==> src/rtl/bf16_addsub_pkg.sv <==
// Shared types, field positions and result packing for the BF16/INT8 add/sub sequencer.
// Build option: BF16_ADDSUB_SAT_EN packs exponent overflow as signed infinity.
package bf16_addsub_pkg;

   localparam int MANT_W    = 10;
   localparam int MAX_SHIFT = 10;
   localparam int SHIFT_W   = 4;
   localparam int ER_W      = 9;

   localparam int SIGN_BIT  = 15;
   localparam int EXP_MSB   = 14;
   localparam int EXP_LSB   = 7;
   localparam int FRAC_MSB  = 6;
   localparam int FRAC_LSB  = 0;

   typedef enum logic [2:0] {
      ST_IDLE,
      ST_ALIGN,
      ST_ADD,
      ST_NORM,
      ST_DONE
   } state_t;

   typedef struct packed {
      logic [15:0] result;
      logic        ovf;
   } pack_t;

   // A zero magnitude is never reported as an overflow, whatever er holds.
   function automatic pack_t pack_result(input logic             sign,
                                         input logic [ER_W-1:0]   er,
                                         input logic [MANT_W-1:0] r);
      pack_t p;
      p.ovf    = (r != '0) && (er >= ER_W'(255));
      p.result = '0;
      if (r != '0) begin
`ifdef BF16_ADDSUB_SAT_EN
         if (p.ovf) p.result = {sign, 8'hFF, 7'h00};
         else       p.result = {sign, er[7:0], r[MANT_W-2:2]};
`else
         p.result = {sign, er[7:0], r[MANT_W-2:2]};
`endif
      end
      return p;
   endfunction

endpackage

==> src/rtl/bf16_addsub_sequencer_if.sv <==
// Request/response bundle between operand issue, the sequencer and result writeback.
interface bf16_addsub_sequencer_if;
   logic        in_valid;
   logic        in_ready;
   logic [15:0] in_a;
   logic [15:0] in_b;
   logic        in_sub;
   logic        in_int8;
   logic        out_valid;
   logic        out_ready;
   logic [15:0] out_result;
   logic        out_ovf;
   logic        busy;

   modport slave (
      input  in_valid, in_a, in_b, in_sub, in_int8, out_ready,
      output in_ready, out_valid, out_result, out_ovf, busy
   );

   modport master (
      output in_valid, in_a, in_b, in_sub, in_int8, out_ready,
      input  in_ready, out_valid, out_result, out_ovf, busy
   );
endinterface

==> src/rtl/bf16_addsub_sequencer_norm_step.sv <==
// One left-shift normalization step; done when the carry bit is set, r is zero or er is exhausted.
module bf16_norm_step
   import bf16_addsub_pkg::*;
(
   input  logic [MANT_W-1:0] r_i,
   input  logic [ER_W-1:0]   er_i,
   output logic [MANT_W-1:0] r_o,
   output logic [ER_W-1:0]   er_o,
   output logic              done_o
);
   assign done_o = r_i[MANT_W-1] | (r_i == '0) | (er_i == '0);
   assign r_o    = {r_i[MANT_W-2:0], 1'b0};
   assign er_o   = er_i - ER_W'(1);
endmodule

==> src/rtl/bf16_addsub_sequencer.sv <==
// Sequenced BF16/INT8 add/sub: serial alignment, one add, serial normalization.
// Build option: BF16_ADDSUB_SAT_EN (see bf16_addsub_pkg::pack_result).
//   state | meaning
//   IDLE  | ready for a new operation
//   ALIGN | shift smaller-exponent mantissa right one bit per cycle
//   ADD   | mantissa add/sub (or INT8 add/sub)
//   NORM  | shift result left one bit per cycle, pack on exit
//   DONE  | result held until accepted
module bf16_addsub_sequencer
   import bf16_addsub_pkg::*;
(
   input logic                   clk,
   input logic                   rst,
   bf16_addsub_sequencer_if.slave bus
);

   state_t              state_q, state_d;
   logic [MANT_W-1:0]   ma_q, ma_d, mb_q, mb_d, r_q, r_d;
   logic [ER_W-1:0]     er_q, er_d;
   logic [SHIFT_W-1:0]  d_q, d_d;
   logic                sign_a_q, sign_a_d, sign_b_q, sign_b_d, sign_r_q, sign_r_d;
   logic                shift_b_q, shift_b_d, int8_q, int8_d, sub_q, sub_d;
   logic [7:0]          a8_q, a8_d, b8_q, b8_d, s8_q, s8_d;
   logic                v8_q, v8_d;
   logic [15:0]         out_result_q, out_result_d;
   logic                out_ovf_q, out_ovf_d;
   logic                in_ready_q, out_valid_q, busy_q;

   logic [7:0]          ea, eb, ediff;
   logic [SHIFT_W-1:0]  d_init;
   logic [MANT_W-1:0]   r_add, norm_r;
   logic [ER_W-1:0]     norm_er;
   logic                sr_add, mag_ge, same_sign, norm_done;
   logic [7:0]          s8_sum;
   logic                v8_sum;
   pack_t               pk;

   assign ea     = bus.in_a[EXP_MSB:EXP_LSB];
   assign eb     = bus.in_b[EXP_MSB:EXP_LSB];
   assign ediff  = (ea >= eb) ? (ea - eb) : (eb - ea);
   assign d_init = (ediff > 8'(MAX_SHIFT)) ? SHIFT_W'(MAX_SHIFT) : ediff[SHIFT_W-1:0];

   assign same_sign = (sign_a_q == sign_b_q);
   assign mag_ge    = (ma_q >= mb_q);
   assign r_add     = same_sign ? (ma_q + mb_q) : (mag_ge ? (ma_q - mb_q) : (mb_q - ma_q));
   assign sr_add    = (r_add == '0) ? 1'b0 : ((same_sign || mag_ge) ? sign_a_q : sign_b_q);

   // Signed overflow: operands effectively share a sign the wrapped sum does not.
   assign s8_sum = sub_q ? (a8_q - b8_q) : (a8_q + b8_q);
   assign v8_sum = sub_q ? ((a8_q[7] != b8_q[7]) && (s8_sum[7] != a8_q[7]))
                         : ((a8_q[7] == b8_q[7]) && (s8_sum[7] != a8_q[7]));

   assign pk = pack_result(sign_r_q, er_q, r_q);

   bf16_norm_step u_norm_step (
      .r_i    (r_q),
      .er_i   (er_q),
      .r_o    (norm_r),
      .er_o   (norm_er),
      .done_o (norm_done)
   );

   always_comb begin
      state_d      = state_q;
      ma_d         = ma_q;
      mb_d         = mb_q;
      r_d          = r_q;
      er_d         = er_q;
      d_d          = d_q;
      sign_a_d     = sign_a_q;
      sign_b_d     = sign_b_q;
      sign_r_d     = sign_r_q;
      shift_b_d    = shift_b_q;
      int8_d       = int8_q;
      sub_d        = sub_q;
      a8_d         = a8_q;
      b8_d         = b8_q;
      s8_d         = s8_q;
      v8_d         = v8_q;
      out_result_d = out_result_q;
      out_ovf_d    = out_ovf_q;
      case (state_q)
         ST_IDLE: begin
            if (bus.in_valid && in_ready_q) begin
               a8_d      = bus.in_a[7:0];
               b8_d      = bus.in_b[7:0];
               sub_d     = bus.in_sub;
               int8_d    = bus.in_int8;
               sign_a_d  = bus.in_a[SIGN_BIT];
               sign_b_d  = bus.in_b[SIGN_BIT] ^ bus.in_sub;
               ma_d      = {1'b0, (ea != 8'd0), bus.in_a[FRAC_MSB:FRAC_LSB], 1'b0};
               mb_d      = {1'b0, (eb != 8'd0), bus.in_b[FRAC_MSB:FRAC_LSB], 1'b0};
               shift_b_d = (ea >= eb);
               d_d       = d_init;
               er_d      = {1'b0, ((ea >= eb) ? ea : eb)} + ER_W'(1);
               state_d   = (bus.in_int8 || d_init == '0) ? ST_ADD : ST_ALIGN;
            end
         end
         ST_ALIGN: begin
            if (shift_b_q) mb_d = mb_q >> 1;
            else           ma_d = ma_q >> 1;
            d_d = d_q - SHIFT_W'(1);
            if (d_q == SHIFT_W'(1)) state_d = ST_ADD;
         end
         ST_ADD: begin
            if (int8_q) begin
               s8_d = s8_sum;
               v8_d = v8_sum;
            end else begin
               r_d      = r_add;
               sign_r_d = sr_add;
            end
            state_d = ST_NORM;
         end
         ST_NORM: begin
            // INT8 passes straight through so both modes share the same exit path.
            if (int8_q) begin
               out_result_d = {{8{s8_q[7]}}, s8_q};
               out_ovf_d    = v8_q;
               state_d      = ST_DONE;
            end else if (norm_done) begin
               out_result_d = pk.result;
               out_ovf_d    = pk.ovf;
               state_d      = ST_DONE;
            end else begin
               r_d  = norm_r;
               er_d = norm_er;
            end
         end
         ST_DONE: begin
            if (bus.out_ready) state_d = ST_IDLE;
         end
         default: state_d = ST_IDLE;
      endcase
   end

   always_ff @(posedge clk or posedge rst) begin
      if (rst) begin
         state_q      <= ST_IDLE;
         ma_q         <= '0;
         mb_q         <= '0;
         r_q          <= '0;
         er_q         <= '0;
         d_q          <= '0;
         sign_a_q     <= 1'b0;
         sign_b_q     <= 1'b0;
         sign_r_q     <= 1'b0;
         shift_b_q    <= 1'b0;
         int8_q       <= 1'b0;
         sub_q        <= 1'b0;
         a8_q         <= '0;
         b8_q         <= '0;
         s8_q         <= '0;
         v8_q         <= 1'b0;
         out_result_q <= '0;
         out_ovf_q    <= 1'b0;
         in_ready_q   <= 1'b1;
         out_valid_q  <= 1'b0;
         busy_q       <= 1'b0;
      end else begin
         state_q      <= state_d;
         ma_q         <= ma_d;
         mb_q         <= mb_d;
         r_q          <= r_d;
         er_q         <= er_d;
         d_q          <= d_d;
         sign_a_q     <= sign_a_d;
         sign_b_q     <= sign_b_d;
         sign_r_q     <= sign_r_d;
         shift_b_q    <= shift_b_d;
         int8_q       <= int8_d;
         sub_q        <= sub_d;
         a8_q         <= a8_d;
         b8_q         <= b8_d;
         s8_q         <= s8_d;
         v8_q         <= v8_d;
         out_result_q <= out_result_d;
         out_ovf_q    <= out_ovf_d;
         in_ready_q   <= (state_d == ST_IDLE);
         out_valid_q  <= (state_d == ST_DONE);
         busy_q       <= (state_d != ST_IDLE);
      end
   end

   assign bus.in_ready   = in_ready_q;
   assign bus.out_valid  = out_valid_q;
   assign bus.out_result = out_result_q;
   assign bus.out_ovf    = out_ovf_q;
   assign bus.busy       = busy_q;

endmodule

==> src/flat_wrapper.sv <==
// flat-port wrapper written by rule: the top's interface ports become plain ports
module bf16_addsub_sequencer_flat import bf16_addsub_pkg::*;
  (clk, rst, bus_in_valid, bus_in_a, bus_in_b, bus_in_sub, bus_in_int8, bus_out_ready, bus_in_ready, bus_out_valid, bus_out_result, bus_out_ovf, bus_busy);
  bf16_addsub_sequencer_if bus_i ();
  input logic clk;
  input logic rst;
  input wire logic [$bits(bus_i.in_valid)-1:0] bus_in_valid;
  input wire logic [$bits(bus_i.in_a)-1:0] bus_in_a;
  input wire logic [$bits(bus_i.in_b)-1:0] bus_in_b;
  input wire logic [$bits(bus_i.in_sub)-1:0] bus_in_sub;
  input wire logic [$bits(bus_i.in_int8)-1:0] bus_in_int8;
  input wire logic [$bits(bus_i.out_ready)-1:0] bus_out_ready;
  output wire logic [$bits(bus_i.in_ready)-1:0] bus_in_ready;
  output wire logic [$bits(bus_i.out_valid)-1:0] bus_out_valid;
  output wire logic [$bits(bus_i.out_result)-1:0] bus_out_result;
  output wire logic [$bits(bus_i.out_ovf)-1:0] bus_out_ovf;
  output wire logic [$bits(bus_i.busy)-1:0] bus_busy;
  assign bus_i.in_valid = bus_in_valid;
  assign bus_i.in_a = bus_in_a;
  assign bus_i.in_b = bus_in_b;
  assign bus_i.in_sub = bus_in_sub;
  assign bus_i.in_int8 = bus_in_int8;
  assign bus_i.out_ready = bus_out_ready;
  assign bus_in_ready = bus_i.in_ready;
  assign bus_out_valid = bus_i.out_valid;
  assign bus_out_result = bus_i.out_result;
  assign bus_out_ovf = bus_i.out_ovf;
  assign bus_busy = bus_i.busy;
  bf16_addsub_sequencer u_core (.clk(clk), .rst(rst), .bus(bus_i));
endmodule
==> config.mk <==
export PLATFORM = sky130hd
export DESIGN_NAME = bf16_addsub_sequencer_flat
export DESIGN_NICKNAME = d
export VERILOG_FILES = /design/src/rtl/bf16_addsub_pkg.sv /design/src/rtl/bf16_addsub_sequencer_if.sv /design/src/rtl/bf16_addsub_sequencer_norm_step.sv /design/src/rtl/bf16_addsub_sequencer.sv /design/src/flat_wrapper.sv
export SDC_FILE = /design/constraint.sdc
export NUM_CORES = 1
export LEC_CHECK = 0
export BUFFER_PORTS_ARGS = -buffer_cell sky130_fd_sc_hd__buf_2
export CAP_MARGIN = 20
export CORE_MARGIN = 2
export CORE_UTILIZATION = 30
export DETAILED_ROUTE_END_ITERATION = 16
export PLACE_DENSITY = 0.5
export SETUP_SLACK_MARGIN = 0.3
export SLEW_MARGIN = 20
export SYNTH_ARGS = -nofsm -noshare
export SYNTH_HDL_FRONTEND = slang
export SYNTH_SLANG_ARGS = --single-unit
==> constraint.sdc <==
create_clock -name clk -period 5.8 [get_ports clk]
set_clock_uncertainty 0.15 [all_clocks]
set_input_delay 0.29 -clock clk [delete_from_list [all_inputs] [get_ports clk]]
set_output_delay 0.29 -clock clk [all_outputs]
set_load 0.005 [all_outputs]
# Yosys cells after proc, flatten, opt, wreduce, memory -nomap -nowiden
# Cells that the tools add are included.
# Widths: inputs -> output; s select.
# word_totals
register_bits	97
input_bits	38
# classes
eq_ne	16
muxes	37
n_bitwise	4
n_reduce_logical	29
n_lt_le_gt_ge	4
addsub	10
# ops
op	n
$mux 10	9
$pmux 10 s2	3
$mux 16	3
$mux 9	3
$mux 8	3
$sub 8x8->8	3
$logic_not 10->1	2
$sub 10x10->10	2
$pmux 9 s2	1
$reduce_bool 8->1	2
$mux 3	5
$pmux 3 s5	1
$add 10x10->10	1
$ge 10x10->1	1
$reduce_and 2->1	5
$reduce_bool 10->1	1
$add 8x1->9 const B	1
$ge 9x8->1 const B	1
$logic_not 9->1	1
$sub 9x1->9 const B	1
$add 8x8->8	1
$ge 8x8->1	1
$gt 8x4->1 const B	1
$mux 4	2
23 further kinds	46

# Depth between registers and ports, before layout
# Gate-level depths: netlist of run 1.
# logic_depth
depth_word	10
depth_mapped	19

# Cells and area by module
# From an unflattened synthesis of run 1, not the netlist that was laid out.
# hier_totals
hier_cells	834
hier_area_um2	7059.3
# modules_own_cells
module	seq_area_each_um2	area_each_um2	instances	cells_per_inst
bf16_addsub_sequencer	2378.5	6796.5	1	796
bf16_norm_step	0.0	262.8	1	38

# Worst setup path before layout of run 1
# Ideal clock, no wire load.
# synth_timing
kind	input to register
from	input port bus_in_a[7]
to	register u_core.er_q[6]
stages	19
arrival_time_ps	3183
slack_ps	2332
required_ps	5514
cell_sequence	inv_1 > ha_1 > inv_1 > fa_1 > a21o_1 > a211oi_1 > o221a_1 > buf_2 > clkbuf_1 > buf_2 > nand2_1 > o21ai_0 > ha_1 > nand2_1 > nor3_1 > xnor2_1 > nand2_1 > o211ai_1 > o21ai_0
# synth_between
elab_chain_cells	5
# synth_rtl
element	line_no	text
start, declared	flat_wrapper.sv:8	input wire logic [$bits(bus_i.in_a)-1:0] bus_in_a;
$ge 8x8->1	bf16_addsub_sequencer.sv:95	er_d = {1'b0, ((ea >= eb) ? ea : eb)} + ER_W'(1);
$mux 8 (*)	bf16_addsub_sequencer.sv:95	
$add 8x1->9 (*)	bf16_addsub_sequencer.sv:95	
$mux 9 (*)	bf16_addsub_sequencer.sv:84	if (bus.in_valid && in_ready_q) begin
$pmux 9 s2 (*)	bf16_addsub_sequencer.sv:82	case (state_q)
end signal, assigned	bf16_addsub_sequencer.sv:165	er_q <= er_d;
end, declared	bf16_addsub_sequencer.sv:19	logic [ER_W-1:0] er_q, er_d;
# Mark *: on every way between the ends. The rest lies on a longest branch, timed or not. The select of a mux whose other input is x is not followed.
# A chain may end at the register's enable or synchronous reset.

# Worst setup path after layout of run 1
# Same ends and word-level chain as after synthesis.

==> out/summary.md, run 1 <==
The run finished with clean final reports. The area growth from synthesis to layout came out at 12.9%. STA classifies the critical path endpoint as a flip-flop. Total power for the finished layout comes to 5.03 mW.

The run gives 0 as the number of nets still failing antenna checks after routing. The net count after synthesis was 928. The deepest level of the CTS H-tree is 3. The worst hold-check path type is input pin to flip-flop.

The max-slew headroom at the worst pin was 34.8%. Fill cells in the final layout number 2440. The tools report the total die area as 24300 µm². For this run, the leading register cell type out of synthesis is sky130_fd_sc_hd__dfrtp_1. The total overflow left after global routing is 0. Measured along the x axis, the die boundary spans 156 µm. The library cell with the highest instance count after synthesis is sky130_fd_sc_hd__nand2_1. The detailed router put a total of 9.94 mm of wire on met1. By area the synthesized netlist is led by sky130_fd_sc_hd__dfrtp_1 34%, sky130_fd_sc_hd__ha_1 9.9%, sky130_fd_sc_hd__a21oi_1 6.2%.

At the worst endpoint, the arrival time is 3710 ps. Summed over all nets, the half-perimeter wirelength after detailed placement is 14.8 mm. For the pin with the worst max-slew slack, the measured transition is 974 ps. In this run the mean area of a mapped cell was 8.34 µm². The logs give 16.4% for the combined global-route utilization of all metal layers and 2160 ps for the least setup slack across all paths after layout. The run gives 7460 µm² as the cell area after placement. The mapped cell area was 6920 µm²; the total count of hold-check failures in the final report was 0. For the number of violations reported at the end of detailed-routing iteration 0, the log shows 334. In this run, post-CTS repair resized a total of 0 instances. Buffers added to address setup during post-CTS repair amount to 0. The library cell occupying the most area in the post-synthesis netlist is sky130_fd_sc_hd__dfrtp_1. The final layout contains 969 nets. The final total negative setup slack was 0 ps; the antenna diode count was 0. IR analysis of the VDD net gives a maximum drop of 0.222 mV. Static timing analysis puts the maximum clock frequency at 0.274 GHz.

Hold repair after CTS inserted 3 buffers. The final layout contains routed wiring with a total length of 19.3 mm. Ranked by instance count, the synthesized netlist is headed by 105 x sky130_fd_sc_hd__nand2_1, 94 x sky130_fd_sc_hd__dfrtp_1, 85 x sky130_fd_sc_hd__a21oi_1.

The floorplan has 55 rows. The logs give 829 for the post-synthesis cell count and 0 for the number of warnings printed during yosys synthesis. The length of routed met3 wiring was 559 µm; the max capacitance violation total was 0.

The final max-slew violation count is 0, and the number of global-route vias before repair is 5649. Counting flops with an async set or reset pin after synthesis yields a share of 100%. Post-placement setup slack: 1770 ps.

The detailed router used layers up to and including met4. Clock-pin slew was measured on the worst setup and hold paths at 70 ps. The post-synthesis sequential element count works out to 95.

Once the floorplan was initialized, standard cells occupied 30.5% of the core. In the routed design, unresolved DRC markers number 0. The multi-input combinational cells in the finished layout cover a total of 4150 µm². The fraction of layout cells with a size suffix above 1 was 11.1%.

Entering global routing, the biggest net connects 81 pins. Data on the critical path is required at its endpoint by 5870 ps. Buffers placed on the I/O ports in this run total 57.

The run gives 4 as the detailed-routing iteration count for the pre-antenna-repair pass. The run gives 34.5% as the final core area utilization. Setup violations remaining at the end of the flow were counted as 0. The logs give 5868 for the total number of vias and 58 for the number of top-level pins.

In this run the worst path has a maximum fanout of 24. The part of the cycle the worst path needs came out at 62.8%. The critical path is of the input pin to flip-flop type. The first global-routing pass estimated 31.5 mm of wire.

TritonCTS built the clock tree. Yosys mapped a number of flops with a built-in enable equal to 0. The total length of routed met2 wires was 8.43 mm. The congestion estimate from routability-driven global placement came to 0.898. The shortest period the worst path allows was 3640 ps; the clock network latency to the later pin of the worst-skew pair was 360 ps. The ratio of routed vias to standard cells was 5.06. The startpoint class of the critical path was an input pin. In the final routed layout, each cell accounts on average for 16.6 µm. The clock tree root driver cell was sky130_fd_sc_hd__clkbuf_16. Across the whole layout, storage elements account for 2380 µm². The synthesized netlist contains 70 unique library cells. The die is 156 µm tall. The number of buffers created by CTS came out at 9. With fillers left out, the area of the finished cells amounts to 7810 µm².

The sequential fraction of the synthesis area is 34.4%, and the fraction of synthesized cell area taken by the top area cell type is 34.0%. Setup repair after global routing left no endpoint under its margin. The initial antenna violation count came out at 0. The areal power density over the cells is 643 nW/µm², and the leakage power total is 3.56 nW. After floorplanning, the core was sized to cover 22600 µm².

The buffer depth of the longest clock path is 2. The clock net in this run drives a total of 95 sinks.
==> worst max-delay path, cell delays in order <==
cell	delay (ps)
sky130_fd_sc_hd__buf_2	130
sky130_fd_sc_hd__inv_1	90
sky130_fd_sc_hd__ha_1	170
sky130_fd_sc_hd__inv_1	50
sky130_fd_sc_hd__fa_1	380
sky130_fd_sc_hd__a21o_1	180
sky130_fd_sc_hd__a211oi_1	240
sky130_fd_sc_hd__o221a_1	780
sky130_fd_sc_hd__nand2_1	100
sky130_fd_sc_hd__o21ai_0	140
sky130_fd_sc_hd__ha_1	320
sky130_fd_sc_hd__nand2_1	80
sky130_fd_sc_hd__nor3_1	300
sky130_fd_sc_hd__xnor2_1	160
sky130_fd_sc_hd__nand2_1	70
sky130_fd_sc_hd__o211ai_1	130
sky130_fd_sc_hd__o21ai_0	100
==> routing by layer <==
layer | vias to the layer above | global-route usage (%)
li1 | 2992 | -
met1 | 2769 | 25.0
met2 | 86 | 24.0
met3 | 21 | 2.42
met4 | 0 | 4.81
met5 | - | 0
==> where the power goes <==
group          internal [mW]  leakage [nW]  total, mW  switching (mW)
Combinational           1.22          2.27       3.06            1.84
Sequential             0.984          1.13       1.32           0.332
Clock                  0.351         0.159      0.650           0.299
Total                   2.55          3.56       5.03            2.47
==> metrics by stage <==
stage,hold slack (ps),std cells
finish,5.29,1160
global route,7.51,1160
CTS,0.626,1160
detailed placement,76.0,1141
global placement,76.7,1141
floorplan,245,829
==> cells by family after synthesis <==
group / Yosys count / share of synthesized area (%)
flops: 95 / 34.4
mux: 18 / 2.64
simple gates: 262 / 17.7
fa+ha+maj: 61 / 11.7
buf+inv: 101 / 5.70
compound gates: 246 / 22.1
xor+xnor: 46 / 5.82
==> flip-flops by register name (all words and copies together), names as in the netlist, 3 cells and up <==
signal and flops:
u_core.bus.out_result 16, u_core.r_q 10, u_core.d_q 4, u_core.er_q 9
u_core.a8_q 8, u_core.b8_q 8, u_core.mb_q 9, u_core.ma_q 9
u_core.state_q 3, u_core.s8_q 8
==> layout by cell type (no fill, tap or decap), types with 9 or more instances in the layout <==
cell type and count:
sky130_fd_sc_hd__nor2_1 60, sky130_fd_sc_hd__a31oi_1 11, sky130_fd_sc_hd__clkbuf_16 9, sky130_fd_sc_hd__nand3_1 16, sky130_fd_sc_hd__a21o_1 14, sky130_fd_sc_hd__mux2i_1 16
sky130_fd_sc_hd__xor2_1 10, sky130_fd_sc_hd__nor3_1 15, sky130_fd_sc_hd__o21ai_0 58, sky130_fd_sc_hd__o22ai_1 14, sky130_fd_sc_hd__buf_2 57, sky130_fd_sc_hd__xnor2_1 36
sky130_fd_sc_hd__ha_1 55, sky130_fd_sc_hd__dfrtp_1 94, sky130_fd_sc_hd__inv_1 65, sky130_fd_sc_hd__nand2_1 105, sky130_fd_sc_hd__nor4_1 13, sky130_fd_sc_hd__a21oi_1 85
==> area by class of cell <==
class	count	share of cell area, %
clock inverters	7	1.22
inverters	66	3.20
multi-input cells	633	53.1
well taps	285	4.57
flip-flops and latches	95	30.5
clock buffers	9	2.88
repair buffers	65	4.57
==> worst paths after layout <==
| path | startpoint | end | slack, ps | cells after the start |
|---|---|---|---|---|
| worst max register to register | u_core.mb_q[2] | u_core.sign_r_q | 2550 | 10 |
| worst min register to register | u_core.s8_q[7] | u_core.s8_q[7] | 330 | 2 |
| worst min-delay path | bus_in_a[5] | u_core.a8_q[5] | 5 | 3 |
| max in group asynchronous | rst | u_core.a8_q[0] | 4270 | 4 |
| worst max-delay path | bus_in_a[7] | u_core.er_q[6] | 2160 | 17 |
| min in group asynchronous | rst | u_core.bus.out_result[12] | 230 | 3 |
No activity file was read; power rests on OpenSTA's default activity.
==> run 2: changes to the inputs <==
Clock period 5.8 ns to 3.8 ns, I/O delays scaled along.
==> run 2 against run 1 <==
First-iteration DRC count increased by 12%. Routed wire length is 2.2% higher. Via count increased by 3.6%. Non-clock buffer count increased by 22. Combinational power is 56% higher. Register-to-register slack got worse by 2000 ps. Global-route usage rose by 0.27 points. Largest power group unchanged. Utilization up 0.81 points. Critical path type is now flip-flop to flip-flop. Die area unchanged. Final area up 2.4%. Sequential power up 50%.
==> out/summary.md, run 2 (synthesis gave the netlist of run 1 again) <==
The run finished with clean final reports. At the end of the flow the core is filled with cells to 35.3%. The number of global-route vias before repair was 5849; the post-placement setup slack was 368 ps.

The most used routing layer is met2. The tools report the final max-slew violation count as 0. Compared with the post-synthesis result, the final layout area differs by 15.6%. Antenna diode count: 0. CTS placed an instance of sky130_fd_sc_hd__clkbuf_16 at the clock tree root. After clock tree synthesis, the repair step resized 0 gates. The number of nets still failing antenna checks after routing is 0. For this run, the top clock speed supported by timing is 0.312 GHz. The signal on the critical path passes through inv_1 > ha_1 > nand3_1 > a31oi_4 > o21ai_4 > or4_1 > nand3_1 > xnor2_1 > nor4_1 > a21oi_1. The logs give 58 for the number of top-level pins and 0 for the initial antenna violation count. In the global route stage, overall resource usage came out at 16.7%.

Max-cap violations in this run came to 0. At the end of routability-driven placement, the weighted congestion stood at 0.865. Across the VDD grid, the largest voltage drop is 0.364 mV. The wire-length estimate of the detail-placed layout is 15.0 mm. The startpoint identified for the worst register-to-register timing path is u_core.mb_q[3]. The total number of vias is 6079, and the post-route DRC violation count is 0. Height of the die: 156 µm. The cell row count came out at 55. The actual transition at the worst max-transition pin was 1040 ps; the fraction of layout cells with a size suffix above 1 was 11.6%. In this design, the critical path's most frequently occurring cell is sky130_fd_sc_hd__nand3_1. Setup total negative slack on the finished layout was measured at 0 ps.

Dividing the final minimum period by the clock period gives 84.5%. The average wire per standard cell is 16.7 µm, and the max-slew headroom at the worst pin is 30.6%. Data arrives at the worst endpoint at 3290 ps.

The run gives 33.7 ps as the worst hold slack across all endpoints. Family with the most delay on the worst path: simple AND/OR/NAND/NOR gates. Global routing consumed, on the met2 layer, 25.4% of the routing resources. Setup violations remaining at the end of the flow were counted as 0. At the end of the flow, the number of nets in the layout was 991. The register with the most flip-flops in the layout has 16 of them. The die covers 24300 µm². The detailed-routing iteration count for the pre-antenna-repair pass was 4. The hold path startpoint was bus_in_a[7]. The initial utilization of the core area, before any placement, comes to 30.5%. In the routed layout, each cell is associated on average with a via count of 5.14. The post-route total power was 7.69 mW. The run gives 590 ps as the least setup slack across all paths after layout. The met3 capacity usage during global routing was 2.11%.

The path class of the tightest hold or removal check is input pin to flip-flop. TritonCTS created 9 clock buffers. The wire length of the first global-routing pass was 32.2 mm; the total core area was 22600 µm². For the worst setup path, the data required time is 3880 ps. Count of buffers inserted at the top-level ports: 57. The delay of the slowest critical-path stage is 530 ps, and the number of buffer and inverter stages on the critical path is 1.

The H-tree generated during clock tree synthesis spans 3 levels. The analysis attributes to cell leakage a power of 3.64 nW. The clock network latency to the later pin of the worst-skew pair was 350 ps. No sink is reached through more buffers than the 2 on the longest clock path. The critical path is of the flip-flop to flip-flop type. The maximum fanout along the worst path works out to 12. Setup repair after global routing left no endpoint under its margin.

For the layout filler cell count, the log shows 2365. TritonCTS built the clock tree. The commonest non-fill, non-tap cell in the layout is sky130_fd_sc_hd__nand2_1. The met1 demand-to-capacity share in global routing was 25.1%; the shortest period the worst path allows was 3210 ps. The worst setup path is launched from a flip-flop. After clock tree synthesis, the clock-pin slew on the worst setup and hold paths is 70 ps. The critical path starts at u_core.mb_q[3]. The final layout contains routed wiring with a total length of 19.7 mm.

The detailed router finished its first iteration with 374 violations. In the layout the commonest cells are 105 x sky130_fd_sc_hd__nand2_1, 94 x sky130_fd_sc_hd__dfrtp_1, 85 x sky130_fd_sc_hd__a21oi_1. The total overflow left after global routing is 0. Clock tree synthesis found a total of 95 sinks. From left edge to right edge, the die measures 156 µm. Total count of hold-check failures in the final report: 0. The pin count of the biggest net entering global routing came out at 82. The areal power density over the cells came out at 962 nW/µm².

STA classifies the critical path endpoint as a flip-flop. Cell type of the slowest stage on the worst timing path: sky130_fd_sc_hd__ha_1.
==> run 2: changes by cell type in the layout (fill, tap and decap cells not counted), sizes merged <==
cell         change
buf              +7
clkinv           +2
clkinvlp         +1
dlygate4sd3     +15
inv              -2
bufinv           -1
==> run 2: final timing paths <==
check / endpoint / slack (ps) / depth (start not counted)
worst max-delay path: u_core.sign_r_q / 590 / 10
worst min-delay path: u_core.a8_q[7] / 30 / 3
worst max register to register: u_core.sign_r_q / 590 / 10
worst min register to register: u_core.s8_q[4] / 340 / 2
max in group asynchronous: u_core.b8_q[4] / 2370 / 4
min in group asynchronous: u_core.bus.out_result[14] / 350 / 3
==> run 2: what timing repair did <==
item | in CTS | in global routing
setup buffers | 0 | 0
hold buffers | 18 | 0
hold endpoints to repair | 65 | 0
==> run 2: layer usage <==
| layer | routed length (µm) | share of wire [%] |
|---|---|---|
| met2 | 8640 | 44 |
| met1 | 10200 | 52 |
| met4 | 248 | 1.3 |
| met5 | 0 | 0 |
| met3 | 597 | 3.0 |
==> run 2: through the flow <==
stage / cells / area [µm²]
6_report: 1182 / 8000
5_1_grt: 1182 / 8000
3_5_place_dp: 1148 / 7510
4_1_cts: 1182 / 7990
2_1_floorplan: 829 / 6920
3_3_place_gp: 1148 / 7510
==> run 2: report_power, final <==
part | internal (mW) | switching, mW | leakage (nW)
Combinational | 1.89 | 2.89 | 2.36
Clock | 0.467 | 0.461 | 0.144
Sequential | 1.50 | 0.481 | 1.13
Total | 3.86 | 3.83 | 3.64
==> run 2: final cells by class <==
cell class	instances	area, µm²	share of cell area, %
tap	285	357	4.46
clock inverter	7	77.6	0.970
timing repair buffer	87	556	6.95
multi-input combinational	633	4150	51.9
sequential	95	2380	29.7
clock buffer	9	225	2.82
inverter	66	253	3.16
==> run 2: worst reg2reg max path, stage by stage, from the launching register on <==
cell and delay [ps]:
sky130_fd_sc_hd__dfrtp_1 400, sky130_fd_sc_hd__inv_1 70, sky130_fd_sc_hd__ha_1 530, sky130_fd_sc_hd__nand3_1 310
sky130_fd_sc_hd__a31oi_4 330, sky130_fd_sc_hd__o21ai_4 140, sky130_fd_sc_hd__or4_1 530, sky130_fd_sc_hd__nand3_1 110
sky130_fd_sc_hd__xnor2_1 130, sky130_fd_sc_hd__nor4_1 290, sky130_fd_sc_hd__a21oi_1 100
